### src/rtl/platform_sort_drive.sv
// platform_sort_drive
// Rotates the sorting platform from the feeder to the bin for the sensed
// colour by stepping a 4-coil motor. It then waits for the M&M to drop and
// hands off to the return stage with a one-cycle p3_on pulse.
//
// Handshake: start is a level sampled only while idle. A start with a
// one-hot colour is accepted on that clock edge: busy rises and colour_q
// latches at the same edge. busy stays high through the p3_on cycle and
// falls at the following edge. While busy is high, start and colour are
// ignored. The state register 'state' is the probe point for FSM checkers.
module platform_sort_drive #(
  parameter int PHASE_CYCLES  = 97_656,
  parameter int STEPS_PER_REV = 512,
  parameter int DWELL_CYCLES  = 25_000_000
) (
  input  logic       clk,
  input  logic       rst_n,
  input  logic       start,
  input  logic [5:0] colour,
  output logic [3:0] GPIO_1,
  output logic       p3_on,
  output logic [5:0] colour_q,
  output logic       busy,
  output logic       err
);

  localparam int PW = (PHASE_CYCLES > 1) ? $clog2(PHASE_CYCLES) : 1;
  localparam int DW = (DWELL_CYCLES > 1) ? $clog2(DWELL_CYCLES) : 1;
  localparam int SW = $clog2(STEPS_PER_REV / 2 + 1);
  localparam int E  = STEPS_PER_REV / 8;

  localparam logic [PW-1:0] PHASE_LAST = PW'(PHASE_CYCLES - 1);
  localparam logic [DW-1:0] DWELL_LAST = DW'(DWELL_CYCLES - 1);
  localparam logic [SW-1:0] STEPS_1E   = SW'(E);
  localparam logic [SW-1:0] STEPS_2E   = SW'(2 * E);
  localparam logic [SW-1:0] STEPS_3E   = SW'(3 * E);
  localparam logic [SW-1:0] STEPS_4E   = SW'(4 * E);
  localparam logic [SW-1:0] STEP_ONE   = SW'(1);

  typedef enum logic [1:0] {
    IDLE    = 2'd0,
    MOVE    = 2'd1,
    DWELL   = 2'd2,
    HANDOFF = 2'd3
  } state_t;

  state_t        state, state_next;
  logic [PW-1:0] phase_cnt, phase_cnt_next;
  logic [DW-1:0] dwell_cnt, dwell_cnt_next;
  logic [SW-1:0] step_cnt, step_cnt_next;
  logic [1:0]    coil_idx, coil_idx_next;
  logic          dir_ccw, dir_ccw_next;
  logic [3:0]    coil, coil_next;
  logic          p3_next, busy_next, err_next;
  logic [5:0]    colour_q_next;

  // Travel lookup for the requested colour
  logic [SW-1:0] req_steps;
  logic          req_ccw;
  logic          colour_onehot;

  // Coil pattern for a direction and a position in its 4-entry sequence
  function automatic logic [3:0] coil_pattern(input logic ccw, input logic [1:0] idx);
    coil_pattern = ccw ? (4'b0001 << idx) : (4'b1000 >> idx);
  endfunction

  assign colour_onehot = (colour != 6'd0) && ((colour & (colour - 6'd1)) == 6'd0);

  // Map the one-hot colour to a step count and direction
  always_comb begin
    req_steps = '0;
    req_ccw   = 1'b0;
    case (colour)
      6'b000001: begin req_steps = STEPS_2E; req_ccw = 1'b0; end // red
      6'b000010: begin req_steps = STEPS_3E; req_ccw = 1'b0; end // brown
      6'b000100: begin req_steps = STEPS_4E; req_ccw = 1'b0; end // yellow
      6'b001000: begin req_steps = STEPS_3E; req_ccw = 1'b1; end // orange
      6'b010000: begin req_steps = STEPS_1E; req_ccw = 1'b1; end // blue
      6'b100000: begin req_steps = STEPS_2E; req_ccw = 1'b1; end // green
      default:   begin req_steps = '0;       req_ccw = 1'b0; end
    endcase
  end

  // Next-state and next-output logic; every register holds unless told otherwise
  always_comb begin
    state_next     = state;
    phase_cnt_next = phase_cnt;
    dwell_cnt_next = dwell_cnt;
    step_cnt_next  = step_cnt;
    coil_idx_next  = coil_idx;
    dir_ccw_next   = dir_ccw;
    coil_next      = coil;
    colour_q_next  = colour_q;
    busy_next      = busy;
    p3_next        = 1'b0;
    err_next       = 1'b0;

    case (state)
      IDLE: begin
        coil_next = 4'b0000;
        if (start) begin
          if (colour_onehot) begin
            colour_q_next  = colour;
            busy_next      = 1'b1;
            step_cnt_next  = req_steps;
            dir_ccw_next   = req_ccw;
            coil_idx_next  = 2'd0;
            phase_cnt_next = '0;
            coil_next      = coil_pattern(req_ccw, 2'd0);
            state_next     = MOVE;
          end else begin
            err_next = 1'b1;
          end
        end
      end

      MOVE: begin
        if (phase_cnt == PHASE_LAST) begin
          phase_cnt_next = '0;
          if (step_cnt == STEP_ONE) begin
            // Last phase finished: release the coils and wait for the drop
            step_cnt_next  = '0;
            coil_next      = 4'b0000;
            dwell_cnt_next = '0;
            state_next     = DWELL;
          end else begin
            step_cnt_next = step_cnt - STEP_ONE;
            coil_idx_next = coil_idx + 2'd1;
            coil_next     = coil_pattern(dir_ccw, coil_idx + 2'd1);
          end
        end else begin
          phase_cnt_next = phase_cnt + PW'(1);
        end
      end

      DWELL: begin
        coil_next = 4'b0000;
        if (dwell_cnt == DWELL_LAST) begin
          dwell_cnt_next = '0;
          p3_next        = 1'b1;
          state_next     = HANDOFF;
        end else begin
          dwell_cnt_next = dwell_cnt + DW'(1);
        end
      end

      HANDOFF: begin
        coil_next  = 4'b0000;
        busy_next  = 1'b0;
        state_next = IDLE;
      end

      default: begin
        coil_next  = 4'b0000;
        busy_next  = 1'b0;
        state_next = IDLE;
      end
    endcase
  end

  // State and output registers; reset de-energises the coils at once
  always_ff @(posedge clk or negedge rst_n) begin
    if (!rst_n) begin
      state     <= IDLE;
      phase_cnt <= '0;
      dwell_cnt <= '0;
      step_cnt  <= '0;
      coil_idx  <= 2'd0;
      dir_ccw   <= 1'b0;
      coil      <= 4'b0000;
      colour_q  <= 6'd0;
      busy      <= 1'b0;
      p3_on     <= 1'b0;
      err       <= 1'b0;
    end else begin
      state     <= state_next;
      phase_cnt <= phase_cnt_next;
      dwell_cnt <= dwell_cnt_next;
      step_cnt  <= step_cnt_next;
      coil_idx  <= coil_idx_next;
      dir_ccw   <= dir_ccw_next;
      coil      <= coil_next;
      colour_q  <= colour_q_next;
      busy      <= busy_next;
      p3_on     <= p3_next;
      err       <= err_next;
    end
  end

  assign GPIO_1 = coil;

endmodule
### config.mk
export PLATFORM = sky130hd
export DESIGN_NAME = platform_sort_drive
export DESIGN_NICKNAME = d
export VERILOG_FILES = /design/src/rtl/platform_sort_drive.sv
export SDC_FILE = /design/constraint.sdc
export NUM_CORES = 1
export LEC_CHECK = 0
export ABC_AREA = 1
export CORE_MARGIN = 3
export CORE_UTILIZATION = 50
export CTS_CLUSTER_SIZE = 40
export DETAILED_ROUTE_END_ITERATION = 6
export DONT_BUFFER_PORTS = 1
export PLACE_DENSITY = 0.67
export SYNTH_ARGS = -nofsm -noshare
export SYNTH_HDL_FRONTEND = slang
export SYNTH_SLANG_ARGS = --single-unit
### constraint.sdc
create_clock -name clk -period 1.71 [get_ports clk]
set_clock_uncertainty 0.1 [all_clocks]
set_input_delay 0.342 -clock clk [delete_from_list [all_inputs] [get_ports clk]]
set_output_delay 0.342 -clock clk [all_outputs]
set_load 0.03 [all_outputs]
==> PnR_summary.wiki, run 1 <==
{| class="wikitable"
! Metric !! Value
|-
| CTS tree || built
|-
| Maximum capacitance violations || 0
|-
| Routed length per placed instance || 14.65 um
|-
| Area growth from synthesis to final layout || 26.32%
|-
| Final antenna diode count || 0
|-
| Finished Layout Cells || 900
|-
| Number of DRC markers in iteration 0 || 217
|-
| Post-synthesis cell area || approximately 0.0047 mm^2
|-
| CP Launch Type || flip-flop
|-
| Clock slew seen by the registers of the worst setup and hold paths || approximately 0.080 ns
|-
| Full die area || 0.01065 mm^2
|-
| Detailed route wirelength on metal2 || 6.720 mm
|-
| CP cell instances || ha_2, nand2_2, nor2_4, nand2_2, nor2_2, nand3_2, a21oi_4, nand2_2, nand2_1, nand2_1
|-
| Leading cell types in the layout, fill and taps excluded || sky130_fd_sc_hd__nand2_1 (196), sky130_fd_sc_hd__nor2_1 (91), sky130_fd_sc_hd__buf_4 (84)
|-
| Inserted Clock Buffers || 9
|-
| Pin count of the biggest net entering global routing || 70
|-
| Fraction of registers with async set/reset || 100.0%
|-
| Average cell area after synthesis || 6.761 um^2
|-
| CP dominant cell by count || sky130_fd_sc_hd__nand2_2
|-
| Portion of the clock cycle consumed by the worst path in the final layout || 103.8%
|-
| Initial antenna violation count || 0
|-
| Setup repair after global routing missed its margin || true
|-
| Final layout net count || 810
|-
| Via total after detailed routing || 4895
|-
| Final total power || just under 7 mW
|-
| Boundary Pins || 22
|-
| Metal-1 WL || 5.550 mm
|-
| Final setup slack of the worst path || -0.06416 ns
|-
| Transition time at the pin with the least slew margin || between 0.3 and 0.4 ns
|-
| Total leakage power || 2.826 nW
|-
| Core area || just under 0.009 mm^2
|-
| Number of I/O port buffers || 0
|-
| Vias per Instance || 5.439
|-
| Area share of the largest cell type after synthesis || 36.54%
|-
| Highest attainable clock frequency || 0.5636 GHz
|-
| Clock period minus final worst setup slack || 1.774 ns
|-
| Starting utilization of the core area || 52.90%
|-
| Cell types with the largest area share after synthesis || sky130_fd_sc_hd__dfrtp_1 (37%), sky130_fd_sc_hd__nand2_1 (17%), sky130_fd_sc_hd__nor2_1 (8.6%), sky130_fd_sc_hd__nand3_1 (8.5%), sky130_fd_sc_hd__inv_1 (5.8%)
|-
| CTS Root Buffer Type || sky130_fd_sc_hd__clkbuf_8
|-
| Yosys warning count || 0
|-
| H-tree levels || 3
|-
| Arrival time reported for the critical path endpoint || 1.91 ns
|-
| Fraction of layout cells with a size suffix above 1 || between 20% and 30%
|-
| Commonest non-fill, non-tap cell in the layout || sky130_fd_sc_hd__nand2_1
|-
| Vias in the first global route || about 4700
|-
| Final weighted congestion in routability-driven placement || 0.9366
|-
| Count of mapped cells out of synthesis || roughly 700
|-
| Post-route design area || just under 0.006 mm^2
|-
| Worst hold-check slack || -0.4275 ns
|-
| Most used flip-flop cell after synthesis || sky130_fd_sc_hd__dfrtp_1
|-
| Final Util || roughly two thirds
|-
| Remaining global-route overflow || 0
|-
| Final wirelength || roughly 13 mm
|-
| Die extent in x || 103.2 um
|-
| Power density relative to cell area || approximately 1100 mW/mm^2
|-
| DRC Markers || 0
|-
| Type of the worst min-delay path || primary input to asynchronous set/reset pin
|-
| Number of clock sinks seen by CTS || slightly below 70
|-
| Worst rel slew slack || 74.37%
|-
| Post-DP Area || 0.005390 mm^2
|-
| Final setup vio count || 22
|-
| Total of fill cells in the finished design || 754
|-
| Number of enable-type register cells in the synthesized netlist || 0
|-
| DIE HEIGHT || ~100 um
|-
| Violations in the final reports || negative hold slack, negative setup slack
|-
| Pins over their slew limit || 0
|-
| Run status || complete, but fails checks
|-
| Worst ir drop on vdd || 0.0004840 V
|-
| Category of the most critical setup path || flip-flop to flip-flop
|-
| Highest layer used for signal routing || met4
|-
| Category of the worst setup path capture point || flip-flop
|-
| Final Hold Fails || around 70
|-
| Skew-Pair Late Insertion Delay || between 0.3 and 0.4 ns
|-
| Buffers from clock root to sink, at most || 2
|-
| First-pass iteration count of the detailed router || 6
|-
| Count of cell types in the netlist || 37
|-
| Row count || 34
|-
| Sequential fraction of the synthesis area || 36.54%
|-
| Net count after synthesis || about 700
|-
| Required time worst endpoint || 1.85 ns
|-
| Peak per-stage delay on the critical path || about 0.38 ns
|-
| FF+latch count, synth || 69
|-
| Cell type contributing the most total cell area after synthesis || sky130_fd_sc_hd__dfrtp_1
|-
| Number of nets still failing antenna checks after routing || 0
|-
| Total routing usage reported by global routing || 25.31%
|-
| Metal3 WL || 561 um
|-
| Buffers & Inverters on Critical Path || 0
|-
| Placed cell count || around 870
|-
| DPL Wire Length || 9.198 mm
|-
| Maximum fanout along the worst path || 4
|-
| Wire length of the first global-routing pass || 21.51 mm
|-
| Critical-path cell with the highest stage delay || sky130_fd_sc_hd__dfrtp_1
|-
| Family of cells with the greatest summed delay on the critical path || simple AND/OR/NAND/NOR gates
|}
## Yosys cell counts (2+ instances only)
master                     number
sky130_fd_sc_hd__clkinv_1       2
sky130_fd_sc_hd__clkbuf_1       2
sky130_fd_sc_hd__buf_2          5
sky130_fd_sc_hd__nand2_4        2
sky130_fd_sc_hd__buf_6          6
sky130_fd_sc_hd__buf_4          3
sky130_fd_sc_hd__or2_2          2
sky130_fd_sc_hd__nand3_2        2
sky130_fd_sc_hd__nand4_1       18
sky130_fd_sc_hd__xnor2_1        5
sky130_fd_sc_hd__o21ai_2        6
sky130_fd_sc_hd__ha_1          12
sky130_fd_sc_hd__o21bai_1       2
sky130_fd_sc_hd__nor2_4         2
sky130_fd_sc_hd__nand3b_1       2
sky130_fd_sc_hd__nor2_2         5
sky130_fd_sc_hd__nand2_1      209
sky130_fd_sc_hd__nand2_2        2
sky130_fd_sc_hd__o21ai_0       37
sky130_fd_sc_hd__mux2i_1        2
sky130_fd_sc_hd__a21oi_1        6
sky130_fd_sc_hd__nand3_1       80
sky130_fd_sc_hd__nor3_1        15
sky130_fd_sc_hd__xor2_1        12
sky130_fd_sc_hd__dfrtp_1       69
sky130_fd_sc_hd__nor2_1       108
sky130_fd_sc_hd__inv_1         73
## cell type report
class | instances | area (um^2) | area share [%]
repair buffers | 96 | 803.3 | 13.46
multi-input cells | 536 | 2796 | 46.85
clock buffers | 13 | 168.9 | 2.830
well taps | 108 | 135.1 | 2.264
inverters | 77 | 309.0 | 5.177
clock inverters | 1 | 30.03 | 0.5030
flip-flops and latches | 69 | 1727 | 28.92
## what timing repair did
item / in CTS / in global routing
hold endpoints to repair: 69 / 69
cloned: 2 / 0
pin swaps: 3 / 18
resized for setup: 21 / 72
endpoints found under the setup margin: 36 / 60
buffers inserted: 2 / 11
## through the flow
| step | setup TNS (ns) | worst slack (ns) | hold WS [ns] |
|---|---|---|---|
| after floorplan | 0 | 0.002837 | -0.05359 |
| after global routing | -4.150 | -0.1915 | -0.4453 |
| after global placement | -0.006503 | -0.006503 | -0.05211 |
| after CTS | -0.004970 | -0.002621 | -0.4377 |
| final | -0.7717 | -0.06416 | -0.4275 |
| after detailed placement | -1.205 | -0.1019 | -0.05197 |
## worst paths after layout
kind | from | to | slack, ns | cells after the start
max | dwell_cnt[1] | state[1] | -0.06 | 10
min in group clk | start | err | 0.02 | 2
max reg2reg | dwell_cnt[1] | state[1] | -0.06 | 10
min reg2reg | step_cnt[7] | step_cnt[7] | 0.42 | 2
max in group asynchronous | rst_n | dwell_cnt[12] | 1.82 | 0
min | rst_n | phase_cnt[10] | -0.43 | 0
## state kept, by name, summed over array words and instances, names as in the netlist, 2 cells and up
signal / cells
step_cnt: 9
phase_cnt: 17
colour_q: 6
coil_idx: 2
state: 2
dwell_cnt: 25
GPIO_1: 4
## power by group
part           internal [mW]  leakage [nW]  total, mW  switching [mW]
combinational           1.29          1.78       3.05            1.76
clock                  0.780         0.102       1.43           0.651
sequential              1.87         0.942       2.25           0.383
## logic make-up after synthesis
logic type | Yosys count | share of synthesized area (%)
AOI/OAI and AO/OA | 56 | 6.884
xor gates and xnor gates | 17 | 3.151
adders and majority gates | 12 | 3.177
buffers and inverters | 94 | 8.896
DFF | 69 | 36.54
muxes | 2 | 0.4236
and+or+nand+nor | 449 | 40.93
## metal layers
layer  vias to the layer above  GRT usage (%)
met5                         -              0
met4                         0          9.462
met3                        30          4.561
met2                       126          44.30
met1                      2330          31.08
li1                       2409              -
(Power assumes the default switching activity.)
==> run 2: changes to the inputs <==
--- a/config.mk
+++ b/config.mk
@@ -11,7 +11,9 @@
 export CTS_CLUSTER_SIZE = 40
 export DETAILED_ROUTE_END_ITERATION = 6
 export DONT_BUFFER_PORTS = 1
+export MAX_ROUTING_LAYER = met4
 export PLACE_DENSITY = 0.67
+export SETUP_SLACK_MARGIN = 0.02
 export SYNTH_ARGS = -nofsm -noshare
 export SYNTH_HDL_FRONTEND = slang
 export SYNTH_SLANG_ARGS = --single-unit
==> PnR_summary.wiki, run 2 (synthesis gave the netlist of run 1 again) <==
{| class="wikitable"
! Metric !! Value
|-
| Run status || complete, but fails checks (unchanged)
|-
| Violations in the final reports || negative hold slack, negative setup slack (unchanged)
|-
| Total routing usage reported by global routing || 25.22% (was 25.31%)
|-
| Final antenna diode count || 0 (unchanged)
|-
| Final weighted congestion in routability-driven placement || 0.9542 (was 0.9366)
|-
| Leading cell types in the layout, fill and taps excluded || sky130_fd_sc_hd__nand2_1 (170), sky130_fd_sc_hd__nor2_1 (93), sky130_fd_sc_hd__nand3_1 (70), sky130_fd_sc_hd__buf_4 (70), sky130_fd_sc_hd__inv_1 (63) (was sky130_fd_sc_hd__nand2_1 (196), sky130_fd_sc_hd__nor2_1 (91), sky130_fd_sc_hd__buf_4 (84))
|-
| Fraction of layout cells with a size suffix above 1 || 29.37% (was 24.12%)
|-
| Start point of the critical path || phase_cnt[11] (was dwell_cnt[1])
|-
| Maximum capacitance violations || 0 (unchanged)
|-
| Number of DRC markers in iteration 0 || 246 (was 217)
|-
| Required time worst endpoint || 1.85 ns (about the same)
|-
| Commonest non-fill, non-tap cell in the layout || sky130_fd_sc_hd__nand2_1 (unchanged)
|-
| Area growth from synthesis to final layout || 31.77% (was 26.32%)
|-
| Final Hold Fails || 69 (unchanged)
|-
| Clock slew seen by the registers of the worst setup and hold paths || 0.08 ns (about the same)
|-
| Routed length per placed instance || 15.05 um (was 14.65 um)
|-
| Wire length of the first global-routing pass || 20.40 mm (was 21.51 mm)
|-
| Worst hold-check slack || -0.4266 ns (was -0.4275 ns)
|-
| Termination of the worst setup path || dwell_cnt[21] (was state[1])
|-
| Placed cell count || 861 (was 871)
|-
| Final layout net count || 807 (was 810)
|-
| Worst reg2reg path endpoint || dwell_cnt[21] (was state[1])
|-
| Setup repair after global routing missed its margin || true (unchanged)
|-
| CP Launch Type || flip-flop (unchanged)
|-
| DPL Wire Length || 8.978 mm (was 9.198 mm)
|-
| Vias per Instance || 5.365 (was 5.439)
|-
| Highest attainable clock frequency || 0.5677 GHz (was 0.5636 GHz)
|-
| Final Util || 69.71% (was 66.82%)
|-
| Reg2reg setup slack || -0.05 ns (was -0.06 ns)
|-
| Flip-flop count of the largest register after layout || 25 (unchanged)
|-
| Category of the most critical setup path || flip-flop to flip-flop (unchanged)
|-
| Worst rel slew slack || 77.85% (was 74.37%)
|-
| Top Registers || dwell_cnt (25), phase_cnt (17), step_cnt (9) (unchanged)
|-
| Clock period minus final worst setup slack || 1.762 ns (was 1.774 ns)
|-
| Total negative setup slack || -0.4776 ns (was -0.7717 ns)
|-
| Inserted Clock Buffers || 9 (unchanged)
|-
| Skew-Pair Late Insertion Delay || 0.36 ns (was 0.35 ns)
|-
| Final setup slack of the worst path || -0.05164 ns (was -0.06416 ns)
|-
| Vias in the first global route || 4377 (was 4724)
|-
| Worst ir drop on vdd || 0.0006799 V (was 0.0004840 V)
|-
| Remaining global-route overflow || 0 (unchanged)
|-
| Largest register by flop count || dwell_cnt (unchanged)
|-
| Logic depth of the worst register-to-register path || 9 (was 10)
|-
| Pin count of the biggest net entering global routing || 70 (unchanged)
|-
| Final total power || 7.402 mW (was 6.737 mW)
|-
| Number of I/O port buffers || 0 (unchanged)
|-
| Final setup vio count || 18 (was 22)
|-
| Maximum fanout along the worst path || 6 (was 4)
|-
| Pins over their slew limit || 0 (unchanged)
|-
| Portion of the clock cycle consumed by the worst path in the final layout || 103.0% (was 103.8%)
|-
| Boundary Pins || 22 (unchanged)
|-
| Category of the worst setup path capture point || flip-flop (unchanged)
|-
| Startpoint of the lowest-slack register-to-register path || phase_cnt[11] (was dwell_cnt[1])
|-
| CTS Root Buffer Type || sky130_fd_sc_hd__clkbuf_8 (unchanged)
|-
| DIE HEIGHT || 103.2 um (unchanged)
|-
| Total leakage power || 2.863 nW (was 2.826 nW)
|-
| Number of nets still failing antenna checks after routing || 0 (unchanged)
|-
| Full die area || 0.01065 mm^2 (unchanged)
|-
| H-tree levels || 3 (unchanged)
|-
| Core area || 0.008934 mm^2 (unchanged)
|-
| Starting utilization of the core area || 52.90% (unchanged)
|-
| Type of the worst min-delay path || primary input to asynchronous set/reset pin (unchanged)
|-
| Initial antenna violation count || 0 (unchanged)
|-
| Number of clock sinks seen by CTS || 69 (unchanged)
|-
| Total of fill cells in the finished design || 726 (was 754)
|-
| Die extent in x || 103.2 um (unchanged)
|-
| Arrival time reported for the critical path endpoint || 1.90 ns (was 1.91 ns)
|-
| DRC Markers || 0 (unchanged)
|-
| Finished Layout Cells || 898 (was 900)
|-
| Buffers from clock root to sink, at most || 2 (unchanged)
|-
| Final wirelength || 13.51 mm (was 13.19 mm)
|-
| Transition time at the pin with the least slew margin || 0.3297 ns (was 0.3815 ns)
|-
| Via total after detailed routing || 4818 (was 4895)
|-
| Area occupied by registers || 0.001735 mm^2 (was 0.001727 mm^2)
|-
| Row count || 34 (unchanged)
|-
| First-pass iteration count of the detailed router || 5 (was 6)
|-
| Area occupied by multi-input gates || 0.002995 mm^2 (was 0.002796 mm^2)
|-
| CTS tree || built (unchanged)
|-
| Power density relative to cell area || 1189 mW/mm^2 (was 1129 mW/mm^2)
|}
[run 2: changes by cell type in the layout (fill, tap and decap cells not counted), moves of 6 or more]
cell                      change
sky130_fd_sc_hd__dfrtp_2      +7
sky130_fd_sc_hd__dfrtp_1      -7
sky130_fd_sc_hd__o21ai_2      +6
sky130_fd_sc_hd__nand3_2      +6
sky130_fd_sc_hd__buf_6        +6
sky130_fd_sc_hd__nand2_1     -26
sky130_fd_sc_hd__buf_4       -14
sky130_fd_sc_hd__nand2_2     +22
sky130_fd_sc_hd__nand3_1      -8
[run 2: per-layer routing]
| layer | track usage [%] | routed length, um |
|---|---|---|
| met1 | 31.52 | 5727 |
| met2 | 42.82 | 6833 |
| met3 | 4.359 | 620 |
| met4 | 5.777 | 331 |
| met5 | - | 0 |
[run 2: layout make-up]
type / instances / area share, %
clock buffer: 9 / 1.989
clock inverter: 6 / 1.788
inverter: 77 / 4.842
multi-input combinational: 537 / 48.10
sequential: 69 / 27.87
tap: 108 / 2.170
timing repair buffer: 89 / 12.66
timing repair inverter: 3 / 0.5827
[run 2: worst min-delay path by stage]
stage          slack, ns           end  cells past startpoint
5_1_grt            -0.45  dwell_cnt[4]                      0
3_3_place_gp       -0.05   colour_q[1]                      0
3_5_place_dp       -0.05   colour_q[1]                      0
2_1_floorplan      -0.05     GPIO_1[0]                      0
6_report           -0.43  dwell_cnt[4]                      0
4_1_cts            -0.44  dwell_cnt[4]                      0
[run 2: what timing repair did]
action / 4_1_cts / 5_1_grt
endpoints found under the setup margin: 43 / 60
setup buffers: 2 / 14
gates cloned: 1 / 6
gates resized for setup: 17 / 134
hold endpoints to repair: 69 / 69
pin swaps: 5 / 42
[run 2: report_power, final]
group / total [mW] / switching [mW] / internal (mW)
Sequential: 2.27 / 0.392 / 1.87
Combinational: 3.51 / 2.06 / 1.46
Clock: 1.62 / 0.659 / 0.963
[run 2: through the flow]
| stage | setup WS (ns) | instance area [um^2] |
|---|---|---|
| 2_1_floorplan | 0.01402 | 4765 |
| 4_1_cts | -0.05521 | 5618 |
| 6_report | -0.05164 | 6227 |
| 3_3_place_gp | -0.02047 | 5306 |
| 5_1_grt | -0.1465 | 6227 |
| 3_5_place_dp | -0.06504 | 5306 |
[run 2: worst max-delay path, stage by stage (launching register included)]
cell                        delay, ns
sky130_fd_sc_hd__dfrtp_1         0.39
sky130_fd_sc_hd__nand2_1         0.11
sky130_fd_sc_hd__inv_2           0.12
sky130_fd_sc_hd__nand4_4         0.13
sky130_fd_sc_hd__o21ai_4         0.27
sky130_fd_sc_hd__buf_12          0.17
sky130_fd_sc_hd__nand2_8         0.08
sky130_fd_sc_hd__clkbuf_16       0.18
sky130_fd_sc_hd__nand2_2         0.05
sky130_fd_sc_hd__nand2_1         0.05
